==> config.mk <==
export PLATFORM = sky130hd
export DESIGN_NAME = sd_seq_gen
export DESIGN_NICKNAME = d
export VERILOG_FILES = /design/src/rtl/sd_seq_gen.sv
export SDC_FILE = /design/constraint.sdc
export NUM_CORES = 1
export LEC_CHECK = 0
export CAP_MARGIN = 20
export CORE_MARGIN = 3
export CORE_UTILIZATION = 45
export DETAILED_ROUTE_END_ITERATION = 8
export DONT_BUFFER_PORTS = 1
export MAX_ROUTING_LAYER = met4
export PLACE_DENSITY = 0.66
export SETUP_SLACK_MARGIN = 0.15
export SLEW_MARGIN = 20
export SYNTH_ARGS = -nofsm -noshare
export SYNTH_HDL_FRONTEND = slang
export SYNTH_SLANG_ARGS = --single-unit
export TNS_END_PERCENT = 10
==> constraint.sdc <==
create_clock -name clk -period 2 [get_ports clk]
set_input_delay 0.4 -clock clk [delete_from_list [all_inputs] [get_ports clk]]
set_output_delay 0.4 -clock clk [all_outputs]
set_load 0.02 [all_outputs]
==> src/rtl/sd_seq_gen.sv <==
// sd_seq_gen: bounded incrementing-sequence producer on a srdy/drdy interface.
// Latency: start at edge N -> busy after N, first offer after N+1 when srdy_pat[0]=1.
// Backpressure: a held offer (p_srdy & !p_drdy) freezes data, srdy and cadence position.
module sd_seq_gen #(
  parameter int width     = 8,
  parameter int pat_dep   = 8,
  parameter int cnt_width = 16
) (
  input  logic                 clk,
  input  logic                 reset,
  input  logic                 start,
  input  logic [width-1:0]     init,
  input  logic [cnt_width-1:0] count,
  input  logic [pat_dep-1:0]   srdy_pat,
  output logic                 p_srdy,
  input  logic                 p_drdy,
  output logic [width-1:0]     p_data,
  output logic                 busy,
  output logic                 done,
  output logic [cnt_width-1:0] sent
);

  // Cadence pointer width; a one-slot pattern still gets a 1-bit pointer.
  localparam int DW = (pat_dep > 1) ? $clog2(pat_dep) : 1;

  typedef enum logic [1:0] {
    IDLE = 2'd0,
    RUN  = 2'd1,
    DONE = 2'd2
  } state_t;

  state_t                 state_q;
  logic                   p_srdy_q;
  logic [width-1:0]       p_data_q;
  logic                   busy_q;
  logic                   done_q;
  logic [cnt_width-1:0]   sent_q;
  logic [cnt_width-1:0]   rem_q;
  logic [DW-1:0]          dpp_q;
  logic [pat_dep-1:0]     pat_q;

  logic                   xfer;
  logic                   hold;
  logic [cnt_width-1:0]   rem_d;
  logic [cnt_width-1:0]   sent_d;
  logic [DW-1:0]          dpp_d;
  logic [pat_dep-1:0]     pat_load;

  assign xfer = p_srdy_q & p_drdy;
  assign hold = p_srdy_q & ~p_drdy;

  // Next-value helpers shared by the RUN branch of the state machine.
  always_comb begin
    rem_d    = xfer ? (rem_q - cnt_width'(1)) : rem_q;
    sent_d   = (&sent_q) ? sent_q : (sent_q + cnt_width'(1));
    dpp_d    = (dpp_q == DW'(pat_dep - 1)) ? '0 : (dpp_q + DW'(1));
    // An empty cadence would stall forever, so treat it as "always offer".
    pat_load = (srdy_pat == '0) ? '1 : srdy_pat;
  end

  // Single-process FSM: IDLE/DONE wait for start, RUN walks the cadence and counts transfers.
  always_ff @(posedge clk) begin
    if (reset) begin
      state_q  <= IDLE;
      p_srdy_q <= 1'b0;
      p_data_q <= '0;
      busy_q   <= 1'b0;
      done_q   <= 1'b0;
      sent_q   <= '0;
      rem_q    <= '0;
      dpp_q    <= '0;
      pat_q    <= '0;
    end else begin
      case (state_q)
        IDLE, DONE: begin
          if (start) begin
            p_data_q <= init;
            rem_q    <= count;
            sent_q   <= '0;
            dpp_q    <= '0;
            pat_q    <= pat_load;
            p_srdy_q <= 1'b0;
            if (count != '0) begin
              state_q <= RUN;
              busy_q  <= 1'b1;
              done_q  <= 1'b0;
            end else begin
              state_q <= DONE;
              busy_q  <= 1'b0;
              done_q  <= 1'b1;
            end
          end
        end
        RUN: begin
          // A held offer changes nothing; otherwise one cadence slot is consumed.
          if (!hold) begin
            if (xfer) begin
              p_data_q <= p_data_q + width'(1);
              sent_q   <= sent_d;
              rem_q    <= rem_d;
            end
            p_srdy_q <= pat_q[dpp_q] & (rem_d != '0);
            dpp_q    <= dpp_d;
            if (xfer && (rem_d == '0)) begin
              state_q  <= DONE;
              busy_q   <= 1'b0;
              done_q   <= 1'b1;
              p_srdy_q <= 1'b0;
            end
          end
        end
        default: begin
          state_q  <= IDLE;
          p_srdy_q <= 1'b0;
          busy_q   <= 1'b0;
        end
      endcase
    end
  end

  assign p_srdy = p_srdy_q;
  assign p_data = p_data_q;
  assign busy   = busy_q;
  assign done   = done_q;
  assign sent   = sent_q;

endmodule

After elaboration in Yosys (flattened, before gate mapping)
Cells that the tools add are included.
Widths: inputs -> output; s select.
{"block": "op_classes", "add_sub_neg": 4, "n_mul": 0, "n_div": 0, "n_lt_le_gt_ge": 1, "eq_ne": 8, "shifts": 0, "mux": 40, "bitwise_logic": 4, "reduce_logical": 16}
{"operator": "$mux 16", "count": 8}
{"operator": "$pmux 16 s2", "count": 2}
{"operator": "$mux 8", "count": 4}
{"operator": "$reduce_bool 16->1", "count": 2}
{"operator": "$add 16x1->16 const B", "count": 1}
{"operator": "$logic_not 16->1", "count": 1}
{"operator": "$pmux 8 s2", "count": 1}
{"operator": "$reduce_and 16->1", "count": 1}
{"operator": "$sub 16x1->16 const B", "count": 1}
{"operator": "$mux 1", "count": 12}
{"operator": "$ne 2x2->1 const B", "count": 5}
{"operator": "$mux 3", "count": 3}
{"operator": "$add 8x1->8 const B", "count": 1}
{"operator": "$logic_not 8->1", "count": 1}
{"operator": "$mux 2", "count": 4}
{"operator": "$reduce_and 4->1", "count": 2}
{"operator": "$pmux 1 s2", "count": 3}
{"operator": "$pmux 3 s2", "count": 1}
{"operator": "$reduce_and 3->1", "count": 2}
{"operator": "$reduce_and 5->1", "count": 1}
{"operator": "$lt 3x4->1 const B", "count": 1}
{"operator": "$pmux 2 s2", "count": 1}
{"operator": "$reduce_and 2->1", "count": 2}
{"operator": "$add 3x1->3 const B", "count": 1}
{"operator": "10 further kinds", "count": 12}
{"block": "word_totals", "register_bits": 56, "latch_bits": 0, "ramBits": 0, "mem_bits_ro": 0, "out_inout_bits": 27, "word_cells": 82, "mem_count": 0}

Depth between registers and ports, before layout
{"block": "logic_depth", "word_depth": 7, "depth_mapped": 8}

Worst setup path before layout
No wires, ideal clock.
{"block": "synth_timing", "path_type": "register to register", "from": "register rem_q[0]", "to": "register p_srdy_q (netlist: p_srdy)", "arrival_time_ps": 1869, "required_ps": 1870, "path_slack_ps": 1, "path_stages_with_launch": 8, "n_path_buf": 0, "synth_period_minus_slack_ps": 1999, "cell_sequence": "dfxtp_1 inv_1 ha_1 or4bb_1 a211oi_1 a21oi_1 nor4_4 o41ai_2"}
{"block": "synth_via", "elab_chain_cells": 7, "elab_cells_between_ends": 9, "cone_classes": "add/sub: 1; mux: 4; bitwise: 1; reduce/logical: 3"}
{"element": "from (decl)", "line": "38", "rtl": "logic [cnt_width-1:0] rem_q;"}
{"element": "from (signal assigned)", "line": "78", "rtl": "rem_q <= count;"}
{"element": "from (signal assigned)", "line": "100", "rtl": "rem_q <= rem_d;"}
{"element": "$sub 16x1->16", "line": "54", "rtl": "rem_d = xfer ? (rem_q - cnt_width'(1)) : rem_q;"}
{"element": "$mux 16 (*)", "line": "54"}
{"element": "$reduce_bool 16->1 or $logic_not 16->1 (tied branches)", "line": "102, 104"}
{"element": "$and 1x1->1 or $logic_and 1x1->1 (tied branches)", "line": "102, 104"}
{"element": "$mux 1 (*)", "line": "104", "rtl": "if (xfer && (rem_d == '0)) begin"}
{"element": "$mux 1 (*)", "line": "96", "rtl": "if (!hold) begin"}
{"element": "$pmux 1 s2 (*)", "line": "74", "rtl": "case (state_q)"}
{"element": "to (signal assigned)", "line": "102", "rtl": "p_srdy_q <= pat_q[dpp_q] & (rem_d != '0);"}
{"element": "to (decl)", "line": "33", "rtl": "logic p_srdy_q;"}
Every way passes the cells marked *; elsewhere a longest branch is shown, timed or not. The select of a mux whose other input is x is not followed.
A chain may end at the register's enable or synchronous reset.

Worst setup path in the final report
{"block": "layout_timing", "from": "register rem_q[3]", "to": "register p_srdy_q (netlist: p_srdy)"}
Same word-level chain as after synthesis.

==> metrics.md <==
| Metric | Value |
|---|---|
| Flops & latches, synth | 55 |
| Hold Slack | 0.139 ns |
| Cell area after synthesis | 3100 um^2 |
| Critical Path RT | 2.21 ns |
| Maximum vdd drop | 0.479 mV |
| Syn_area_per_cell | 7.69 um^2 |
| Post-route setup TNS | -0.0342 ns |
| Setup Viol. Count Final | 2 |
| Yosys cell types | 53 |
| Crit Path Class | reg -> reg |
| CTS Buf Count | 5 |
| Crit path DAT | 2.22 ns |
| Initial antenna violation count | 0 |
| Hold Vio Cnt, Final | 0 |
| Vias | 2934 |
| Number of enable flip-flop cells after synthesis | 0 |
| Std cell rows | 29 |
| Placed cell area | 3480 um^2 |
| DRT Wirelength | 7990 um |
| DRT Pass-1 Iters | 4 |
| Met1 usage | 27.4% |
| Overall die height | 89.0 um |
| Synth Flop Type | dfxtp_1 |
| Post-Synthesis Cells | 403 |
| Vias in the first global route | 2823 |
| Layout cells sized above 1 | 17.7% |
| Core Area | 6490 um^2 |
| Max Root-Sink Buffers | 2 |
| Initial DRC count | 138 |
| Post-synth ARST share | 0% |
| Diode count | 0 |
| Mapped Nets | 444 |
| Crit share post-route | 101% |
| ANT nets after route | 0 |
| Met2 GRT Util | 35.4% |
| Critical Path Fanout Max | 4 |
| Ports | 63 |
| Skew final | 0.0116 ns |
| Hold-fix buffers, CTS | 0 |
| Design area | 3630 um^2 |
| Global routing's busiest layer | met2 |
| Failing checks | setup timing |
| First-pass GRT wire length | 13400 um |
| Worst-skew pair later-pin latency | 0.32 ns |
| Dpl hpwl | 5860 um |
| Die Span X | 89.0 um |
| CP endpoint kind | flop |
| Most frequent cells in the layout | nor2_1, dfxtp_1, buf_4 |
| Total track usage | 21.8% |
| Nets | 476 |
| DIE AREA | 7920 um^2 |
| Fmax | 496 MHz |
| Worst setup SP type | flop |
| CTS clk-pin slew, worst paths | 0.10 ns |
| MaxCap Viol Count | 0 |
| Sequential area share after synthesis | 35.5% |
| Gr ovfl total | 0 |
| Synth Warn # | 0 |
| Dpl ws | -0.0620 ns |
| Residual DRC | 0 |
| RSZ-0062 raised after global routing | true |
| Post-layout util | 55.9% |
| H-tree Lvls | 2 |
| Min cycle time layout | 2.02 ns |
| Tot Pwr | 2.44 mW |
| Vias per cell | 5.72 |
| GP Congestion | 0.929 |
| Relative slew slack | 59.2% |
| Layout area overhead | 17.2% |
| Worst min path class | in -> reg |
| Outcome | finished, violations left |
| Commonest non-fill, non-tap cell in the layout | nor2_1 |
| Final worst slack | -0.0181 ns |
| CTS tree | done |
| Met3 Resource Use GR | 4.61% |
| Slew @ Worst Pin | 0.612 ns |
| Initial Utilization | 47.7% |
| LEAKAGE | 1.38 nW |
| Power per Cell Area | 671 nW/um^2 |
| Placed insts | 505 |
| Clock root buffer | clkbuf_8 |
| Sink Count | 55 |
| Pin count of the biggest net entering global routing | 43 |
| I/O Buffers | 0 |
| Post-Layout Cell Count | 513 |
| Slew Viols, Final | 0 |
| WL/cell | 15.6 um |
[registers in the layout (all words and copies together) (netlist names)]
register  flops
busy          1
done          1
dpp_q         3
p_data        8
p_srdy        1
pat_q         8
rem_q        16
sent         16
state_q       1
[cell families (layout without fill, tap and decap cells)]
kind of cell / count (synthesis) / after routing / synth area share, %
flops: 55 / 55 / 35.5
buf+inv: 32 / 65 / 4.80
compound gates: 86 / 86 / 17.1
mux: 5 / 5 / 2.58
xor+xnor: 20 / 20 / 5.89
fa+ha+maj: 5 / 5 / 2.02
simple gates: 200 / 200 / 32.1
[area by class of cell]
class / instances / area, um^2
fillers: 622 / 2860
multi-input cells: 316 / 1900
flip-flops and latches: 55 / 1100
repair buffers: 51 / 412
well taps: 77 / 96.3
clock buffers: 6 / 82.6
inverters: 6 / 22.5
clock inverters: 2 / 13.8
[synth_stat cells (5+ instances only)]
cell type / number / area [um^2]
nor2b_1: 5 / 31.3
a31oi_1: 6 / 37.5
nor2_1: 73 / 274
nor3_1: 26 / 130
ha_1: 5 / 62.6
nand3_1: 16 / 80.1
clkbuf_1: 18 / 67.6
a211oi_1: 10 / 75.1
a21oi_1: 28 / 140
nor4_1: 9 / 56.3
nand2_1: 33 / 124
inv_1: 6 / 22.5
xnor2_1: 5 / 43.8
dfxtp_1: 55 / 1100
o21ai_0: 22 / 110
nand4_1: 11 / 68.8
xor2_1: 14 / 123
[per-layer routing]
layer / up-vias / share of wire (%)
li1: 1499 / -
met1: 1348 / 45
met2: 73 / 47
met3: 14 / 5.9
met4: 0 / 1.8
met5: - / 0
[worst paths after layout]
path	slack (ns)	to	startpoint	cells after the start
hold reg to reg	0.49	rem_q[1]	rem_q[1]	2
setup reg to reg	-0.02	p_srdy	rem_q[3]	6
setup / recovery	-0.02	p_srdy	rem_q[3]	6
hold / removal	0.14	dpp_q[2]	reset	1
[worst max-delay path, stage by stage, from the launching register on]
cell     delay [ns]
dfxtp_2        0.34
or4_4          0.54
nor4b_4        0.27
xnor2_1        0.17
nand2_2        0.10
nor4_4         0.37
o41ai_2        0.12
[repair_timing]
| item | 4_1_cts | 5_1_grt |
|---|---|---|
| pin swaps | 3 | 1 |
| endpoints found under the setup margin | 12 | 20 |
| setup buffers | 0 | 0 |
| resized for setup | 5 | 5 |
[where the power goes]
group	switching [mW]	internal [mW]
Combinational	0.299	0.243
Sequential	0.0750	1.16
Clock	0.378	0.284
(Power assumes the default switching activity.)
